File: config.mk
export PLATFORM = sky130hd
export DESIGN_NAME = param_fir_filter
export DESIGN_NICKNAME = d
export VERILOG_FILES = /design/src/rtl/fir_pkg.sv /design/src/rtl/fir_bank_mac.sv /design/src/rtl/param_fir_filter.sv
export SDC_FILE = /design/constraint.sdc
export NUM_CORES = 2
export LEC_CHECK = 0
export BUFFER_PORTS_ARGS = -buffer_cell sky130_fd_sc_hd__buf_4
export CAP_MARGIN = 20
export CORE_ASPECT_RATIO = 1.1
export CORE_MARGIN = 4
export CORE_UTILIZATION = 25
export CTS_CLUSTER_DIAMETER = 30
export CTS_CLUSTER_SIZE = 16
export DETAILED_ROUTE_END_ITERATION = 7
export SETUP_SLACK_MARGIN = 0.3
export SYNTH_ARGS = -nofsm -noshare
export SYNTH_HDL_FRONTEND = slang
export SYNTH_HIERARCHICAL = 1
export SYNTH_SLANG_ARGS = --single-unit
File: constraint.sdc
create_clock -name iClk12M -period 6.1 [get_ports iClk12M]
set_input_delay 0.915 -clock iClk12M [delete_from_list [all_inputs] [get_ports iClk12M]]
set_output_delay 0.915 -clock iClk12M [all_outputs]
set_load 0.02 [all_outputs]
File: src/rtl/fir_pkg.sv
// -----------------------------------------------------------------------------
// fir_pkg
// Shared types and helpers for the parametrised FIR (param_fir_filter).
//   firState_e : controller states IDLE -> MAC -> SUM -> IDLE
//   accWidth   : per-bank accumulator width (product + growth over the taps)
//   sumWidth   : width of the cross-bank sum (accumulator + growth over banks)
//   saturate   : clamp a signed value to the signed range of outW bits
// -----------------------------------------------------------------------------
package fir_pkg;

    typedef enum logic [1:0] {
        IDLE = 2'd0,
        MAC  = 2'd1,
        SUM  = 2'd2
    } firState_e;

    function automatic int accWidth(int inW, int coefW, int taps);
        return inW + coefW + $clog2(taps);
    endfunction

    function automatic int sumWidth(int accW, int banks);
        return accW + $clog2(banks);
    endfunction

    // Works on a 64-bit carrier so one helper serves every parameter set;
    // the caller keeps only the low outW bits of the result.
    function automatic logic signed [63:0] saturate(logic signed [63:0] v, int outW);
        logic signed [63:0] hi;
        logic signed [63:0] lo;
        hi = (64'sd1 <<< (outW - 1)) - 64'sd1;
        lo = -(64'sd1 <<< (outW - 1));
        if (v > hi)
            return hi;
        else if (v < lo)
            return lo;
        else
            return v;
    endfunction

endpackage

File: src/rtl/fir_bank_mac.sv
// -----------------------------------------------------------------------------
// fir_bank_mac
// One MAC bank: selects tap idx from its slice of the delay line and of the
// active coefficient set, multiplies them (signed) and accumulates.
// Ports:
//   iClk12M, iRsn : clock, async active-low reset
//   iSamples      : this bank's TAPS delay-line entries (entry 0 = lowest k)
//   iCoeffs       : this bank's TAPS active coefficients
//   iIdx          : tap index within the bank
//   iClr          : synchronous clear of the accumulator (start of sample)
//   iEn           : accumulate the current product
//   oAcc          : signed accumulator
// -----------------------------------------------------------------------------
module fir_bank_mac
    import fir_pkg::*;
#(
    parameter int TAPS   = 10,
    parameter int IN_W   = 3,
    parameter int COEF_W = 16,
    parameter int IDX_W  = $clog2(TAPS),
    parameter int ACC_W  = accWidth(IN_W, COEF_W, TAPS)
) (
    input  logic                           iClk12M,
    input  logic                           iRsn,
    input  logic [TAPS-1:0][IN_W-1:0]      iSamples,
    input  logic [TAPS-1:0][COEF_W-1:0]    iCoeffs,
    input  logic [IDX_W-1:0]               iIdx,
    input  logic                           iClr,
    input  logic                           iEn,
    output logic signed [ACC_W-1:0]        oAcc
);

    localparam int PROD_W = IN_W + COEF_W;

    logic signed [IN_W-1:0]   xSel;
    logic signed [COEF_W-1:0] hSel;
    logic signed [PROD_W-1:0] prod;

    always_comb begin
        xSel = signed'(iSamples[iIdx]);
        hSel = signed'(iCoeffs[iIdx]);
        // Both operands widened (sign-extended) to the full product width so
        // the multiply is exact.
        prod = PROD_W'(xSel) * PROD_W'(hSel);
    end

    always_ff @(posedge iClk12M or negedge iRsn) begin
        if (!iRsn)
            oAcc <= '0;
        else if (iClr)
            oAcc <= '0;
        else if (iEn)
            oAcc <= oAcc + ACC_W'(prod);
    end

endmodule

File: src/rtl/param_fir_filter.sv
// -----------------------------------------------------------------------------
// param_fir_filter
// NUM_BANK x TAPS_PER_BANK tap signed FIR, one output per accepted strobe.
// Banks MAC one tap per clock in parallel; a final cycle sums the banks.
// Coefficients are double-buffered (shadow written any time, copied to the
// active set on the first accepted strobe after a commit request).
// Build option: define FIR_SAT_EN to saturate the output to OUT_W bits;
// otherwise the output wraps (low OUT_W bits of the shifted sum).
// Ports:
//   iClk12M, iRsn      : clock, async active-low reset
//   iEnSample600k      : 1-cycle sample strobe, iFirIn valid with it
//   iFirIn             : signed input sample
//   iCoeffWr/Addr/Data : shadow coefficient write (addr >= N ignored)
//   iCoeffCommit       : request shadow -> active swap
//   oFirOut, oFirValid : registered output and its 1-cycle valid pulse
//   oBusy              : controller not IDLE
//   oCoeffPending      : commit requested, swap not yet applied
//   oOverrun           : sticky, strobe arrived while busy
// -----------------------------------------------------------------------------
module param_fir_filter
    import fir_pkg::*;
#(
    parameter int NUM_BANK      = 4,
    parameter int TAPS_PER_BANK = 10,
    parameter int IN_W          = 3,
    parameter int COEF_W        = 16,
    parameter int OUT_W         = 16,
    parameter int OUT_SHIFT     = 0
) (
    input  logic                                          iClk12M,
    input  logic                                          iRsn,
    input  logic                                          iEnSample600k,
    input  logic [IN_W-1:0]                               iFirIn,
    input  logic                                          iCoeffWr,
    input  logic [$clog2(NUM_BANK*TAPS_PER_BANK)-1:0]     iCoeffAddr,
    input  logic [COEF_W-1:0]                             iCoeffData,
    input  logic                                          iCoeffCommit,
    output logic [OUT_W-1:0]                              oFirOut,
    output logic                                          oFirValid,
    output logic                                          oBusy,
    output logic                                          oCoeffPending,
    output logic                                          oOverrun
);

    localparam int N     = NUM_BANK * TAPS_PER_BANK;
    localparam int AW    = $clog2(N);
    localparam int IW    = $clog2(TAPS_PER_BANK);
    localparam int ACC_W = accWidth(IN_W, COEF_W, TAPS_PER_BANK);
    localparam int SUM_W = sumWidth(ACC_W, NUM_BANK);

    localparam logic [AW:0]   TAP_LIMIT = (AW + 1)'(N);
    localparam logic [IW-1:0] IDX_LAST  = IW'(TAPS_PER_BANK - 1);

    firState_e state, nextState;

    logic [N-1:0][IN_W-1:0]       xLine;     // entry 0 is the newest sample
    logic [N-1:0][COEF_W-1:0]     shadow;
    logic [N-1:0][COEF_W-1:0]     active;
    logic [IW-1:0]                idx;
    logic [NUM_BANK-1:0][ACC_W-1:0] bankAcc;

    logic accept, accClr, accEn, outLoad, coeffWrOk;
    logic signed [SUM_W-1:0] bankSum;
    logic signed [SUM_W-1:0] shifted;
    logic [OUT_W-1:0]        outNext;

    assign accept    = iEnSample600k && (state == IDLE);
    assign coeffWrOk = iCoeffWr && ({1'b0, iCoeffAddr} < TAP_LIMIT);
    assign oBusy     = (state != IDLE);

    // ---------------- controller ----------------
    always_ff @(posedge iClk12M or negedge iRsn) begin
        if (!iRsn)
            state <= IDLE;
        else
            state <= nextState;
    end

    always_comb begin
        nextState = state;
        accClr    = 1'b0;
        accEn     = 1'b0;
        outLoad   = 1'b0;
        unique case (state)
            IDLE: begin
                if (iEnSample600k) begin
                    accClr    = 1'b1;
                    nextState = MAC;
                end
            end
            MAC: begin
                accEn = 1'b1;
                if (idx == IDX_LAST)
                    nextState = SUM;
            end
            SUM: begin
                outLoad   = 1'b1;
                nextState = IDLE;
            end
            default: nextState = IDLE;
        endcase
    end

    always_ff @(posedge iClk12M or negedge iRsn) begin
        if (!iRsn)
            idx <= '0;
        else if (accept)
            idx <= '0;
        else if (accEn)
            idx <= idx + IW'(1);
    end

    // ---------------- delay line ----------------
    always_ff @(posedge iClk12M or negedge iRsn) begin
        if (!iRsn)
            xLine <= '0;
        else if (accept)
            xLine <= {xLine[N-2:0], iFirIn};
    end

    // ---------------- coefficient double buffer ----------------
    // The swap reads shadow's pre-edge value, so a write landing on the same
    // edge as the swap stays in shadow only and waits for the next commit.
    always_ff @(posedge iClk12M or negedge iRsn) begin
        if (!iRsn)
            shadow <= '0;
        else if (coeffWrOk)
            shadow[iCoeffAddr] <= iCoeffData;
    end

    always_ff @(posedge iClk12M or negedge iRsn) begin
        if (!iRsn)
            active <= '0;
        else if (accept && oCoeffPending)
            active <= shadow;
    end

    // A swap clears pending even if a commit arrives on the same edge.
    always_ff @(posedge iClk12M or negedge iRsn) begin
        if (!iRsn)
            oCoeffPending <= 1'b0;
        else if (accept && oCoeffPending)
            oCoeffPending <= 1'b0;
        else if (iCoeffCommit)
            oCoeffPending <= 1'b1;
    end

    always_ff @(posedge iClk12M or negedge iRsn) begin
        if (!iRsn)
            oOverrun <= 1'b0;
        else if (iEnSample600k && (state != IDLE))
            oOverrun <= 1'b1;
    end

    // ---------------- MAC banks ----------------
    for (genvar b = 0; b < NUM_BANK; b++) begin : gBank
        fir_bank_mac #(
            .TAPS   (TAPS_PER_BANK),
            .IN_W   (IN_W),
            .COEF_W (COEF_W),
            .IDX_W  (IW),
            .ACC_W  (ACC_W)
        ) uBank (
            .iClk12M  (iClk12M),
            .iRsn     (iRsn),
            .iSamples (xLine[b*TAPS_PER_BANK +: TAPS_PER_BANK]),
            .iCoeffs  (active[b*TAPS_PER_BANK +: TAPS_PER_BANK]),
            .iIdx     (idx),
            .iClr     (accClr),
            .iEn      (accEn),
            .oAcc     (bankAcc[b])
        );
    end

    // ---------------- final sum and output conversion ----------------
    always_comb begin
        bankSum = '0;
        for (int b = 0; b < NUM_BANK; b++)
            bankSum = bankSum + SUM_W'(signed'(bankAcc[b]));
        shifted = bankSum >>> OUT_SHIFT;
    end

`ifdef FIR_SAT_EN
    assign outNext = OUT_W'(saturate(64'(shifted), OUT_W));
`else
    assign outNext = OUT_W'(shifted);
`endif

    always_ff @(posedge iClk12M or negedge iRsn) begin
        if (!iRsn) begin
            oFirOut   <= '0;
            oFirValid <= 1'b0;
        end else begin
            oFirValid <= outLoad;
            if (outLoad)
                oFirOut <= outNext;
        end
    end

endmodule

==> run summary <==
Status -> finished clean
Non-Filler Instances -> 9,091
Setup Crit Path Kind -> flip-flop to flip-flop
Htree depth -> 5
# setup viols final -> 0
Clk buf depth -> 4
Die Ht -> 564 um
Global-route wire length before repair -> 275,000 um
Maxcap violations -> 0
CTS tree -> done
Fin. Hold Viols -> 0
Worst Skew -> 0.0590 ns
Setup TNS -> 0 ns
Req. time, crit path -> 6.90 ns
Syn Inst Count -> 5,004
FF/Latch Area -> 37,300 um^2
Clk_lat worst skew -> 0.92 ns
Vias in the first global route -> 44.3k
Cts hold-fix bufs -> 0
DR pass1 iterations -> 6
Nets -> 5,457
RSZ-0062 raised after global routing -> yes
Full die area -> 290,000 um^2
GRT Overall Usage -> 12.1%
Synth-to-Final Area Change -> 22.1%
GRT overflow -> 0
CP Launch Type -> flip-flop
Die X-Extent -> 514 um
Pwr dens -> 503 nW/um^2
DR iter-0 viols -> 2,452
Largest net degree at the start of global routing -> 195
Part of the cycle the worst path needs -> 91.5%
Synth warnings -> 6
Area post-placement -> 74,600 um^2
Leakage Power -> 0.0409 uW
Final Slew Violations -> 0
Crit path DAT -> 6.38 ns
Final core occ -> 30.6%
Multi-input logic area -> 31,000 um^2
Tmin final -> 5.58 ns
Hold Path Class -> input port to asynchronous set/reset pin
CP max FO -> 18
Post-detail-place hpwl -> 110,000 um
CTS buffer count -> 324
Core Footprint -> 281,000 um^2
Initial antenna violation count -> 15
Rows -> 204
Avg Vias per Cell -> 4.53
Critical path endpoint category -> flip-flop
Count of buffers from port buffering -> 49
Avg WL per Cell -> 19.4 um
Fillers -> 27.5k
Max transition margin -> 25.0%
Syn Std Cell Area -> 70,300 um^2
R2r worst-path depth -> 18
Worst-margin pin slew -> 1.12 ns
Total Power -> 43,200 uW
Clk sinks -> 1,489
Average cell area after synthesis -> 14.1 um^2
Post-Place Cells -> 8,517
WL final -> 177,000 um
Starting Density -> 25.1%
Max Freq -> 0.179 GHz
Share of cells above drive strength 1 -> 42.2%
DRC viols -> 0
I/O Pins -> 50
GPL Wtd Cong -> 0.817
VDD IR max -> 278 uV
Design area -> 85,900 um^2
Worst-path clk slew -> 0.05 ns
Antenna-violating nets left -> 0
Clock Tree Root -> clkbuf_16
Vias -> 41.2k
Syn Nets -> 5,325
-- cells in the final DEF (no fill, tap or decap), drive strengths merged, types with 24 or more instances in the layout --
| master | count |
|---|---|
| clkinv | 70 |
| mux2 | 1337 |
| clkbuf | 396 |
| a21oi | 63 |
| a21o | 25 |
| o21ai | 50 |
| dfrtp | 1489 |
| buf | 128 |
| xnor2 | 24 |
| nand3 | 27 |
| fa | 150 |
| mux4 | 152 |
| nor2 | 213 |
| a22oi | 58 |
| nor2b | 51 |
| mux2i | 74 |
| inv | 133 |
| bufinv | 48 |
| clkinvlp | 33 |
| nand2 | 462 |
| a2bb2oi | 50 |
| ha | 141 |
-- flip-flops by register name, indices dropped and copies added, names as in the netlist --
name and cells:
oFirValid 1, shadow 640, gBank.uBank/oAcc 64, oCoeffPending 1, xLine 120, oOverrun 1
active 640, idx 4, oFirOut 16, state 2
-- layout make-up --
cell class	instances	area share, %
Inverter	110	0.487
Timing Repair Buffer	128	1.49
Sequential cell	1489	43.4
Tap cell	3708	5.40
Antenna cell	3	0.00874
Clock buffer	396	10.4
Clock inverter	174	2.76
Multi-Input combinational cell	3083	36.1
-- path summary, 6_finish.rpt --
path | start | to | slack, ns
worst max register to register | idx[1]$_DFFE_PN0P_ | gBank[1].uBank/oAcc[12]$_DFFE_PN0P_ | 0.52
worst min-delay path | iRsn | shadow[277]$_DFFE_PN0P_ | 0.03
min in group iClk12M | iFirIn[2] | xLine[2]$_DFFE_PN0P_ | 0.26
max in group asynchronous | iRsn | shadow[630]$_DFFE_PN0P_ | 4.45
worst max-delay path | idx[1]$_DFFE_PN0P_ | gBank[1].uBank/oAcc[12]$_DFFE_PN0P_ | 0.52
worst min register to register | shadow[589]$_DFFE_PN0P_ | active[589]$_DFFE_PN0P_ | 0.45
-- power breakdown --
group	total (uW)	switching, uW	internal [uW]
sequential	14000	1590	12400
clock	17900	5560	12400
combinational	11300	5760	5520
total	43200	12900	30300
-- metal layers --
layer	vias to the layer above	global-route usage, %	wire length (um)
li1	18000	-	-
met3	296	2.79	9240
met2	851	19.8	84200
met5	-	0	46
met4	6	3.48	4030
met1	22000	16.1	79000
-- what timing repair did --
action / in CTS / in global routing
hold endpoints to repair: 0 / 0
resized for setup: 0 / 5
setup endpoints to repair: 0 / 6
setup buffers: 0 / 0
-- worst max-delay path: stages (launching register included) --
cell       delay [ns]
dfrtp_4          0.63
buf_4            0.37
buf_4            0.40
mux4_2           0.36
a2bb2oi_1        0.25
nand2b_1         0.12
fa_1             0.58
fa_1             0.44
fa_1             0.47
inv_1            0.08
ha_1             0.16
inv_1            0.06
fa_1             0.38
nand2b_1         0.18
a21o_1           0.22
a211oi_1         0.30
or3_1            0.16
nand3_1          0.08
a21oi_1          0.18
-- through the flow --
stage	hold slack, ns	worst slack, ns
3_3_place_gp	0.441	0.494
2_1_floorplan	0.446	0.700
5_1_grt	0.0717	0.292
3_5_place_dp	0.465	0.481
4_1_cts	0.0161	0.413
6_report	0.0316	0.521
Power figures use the tool's default switching activity.
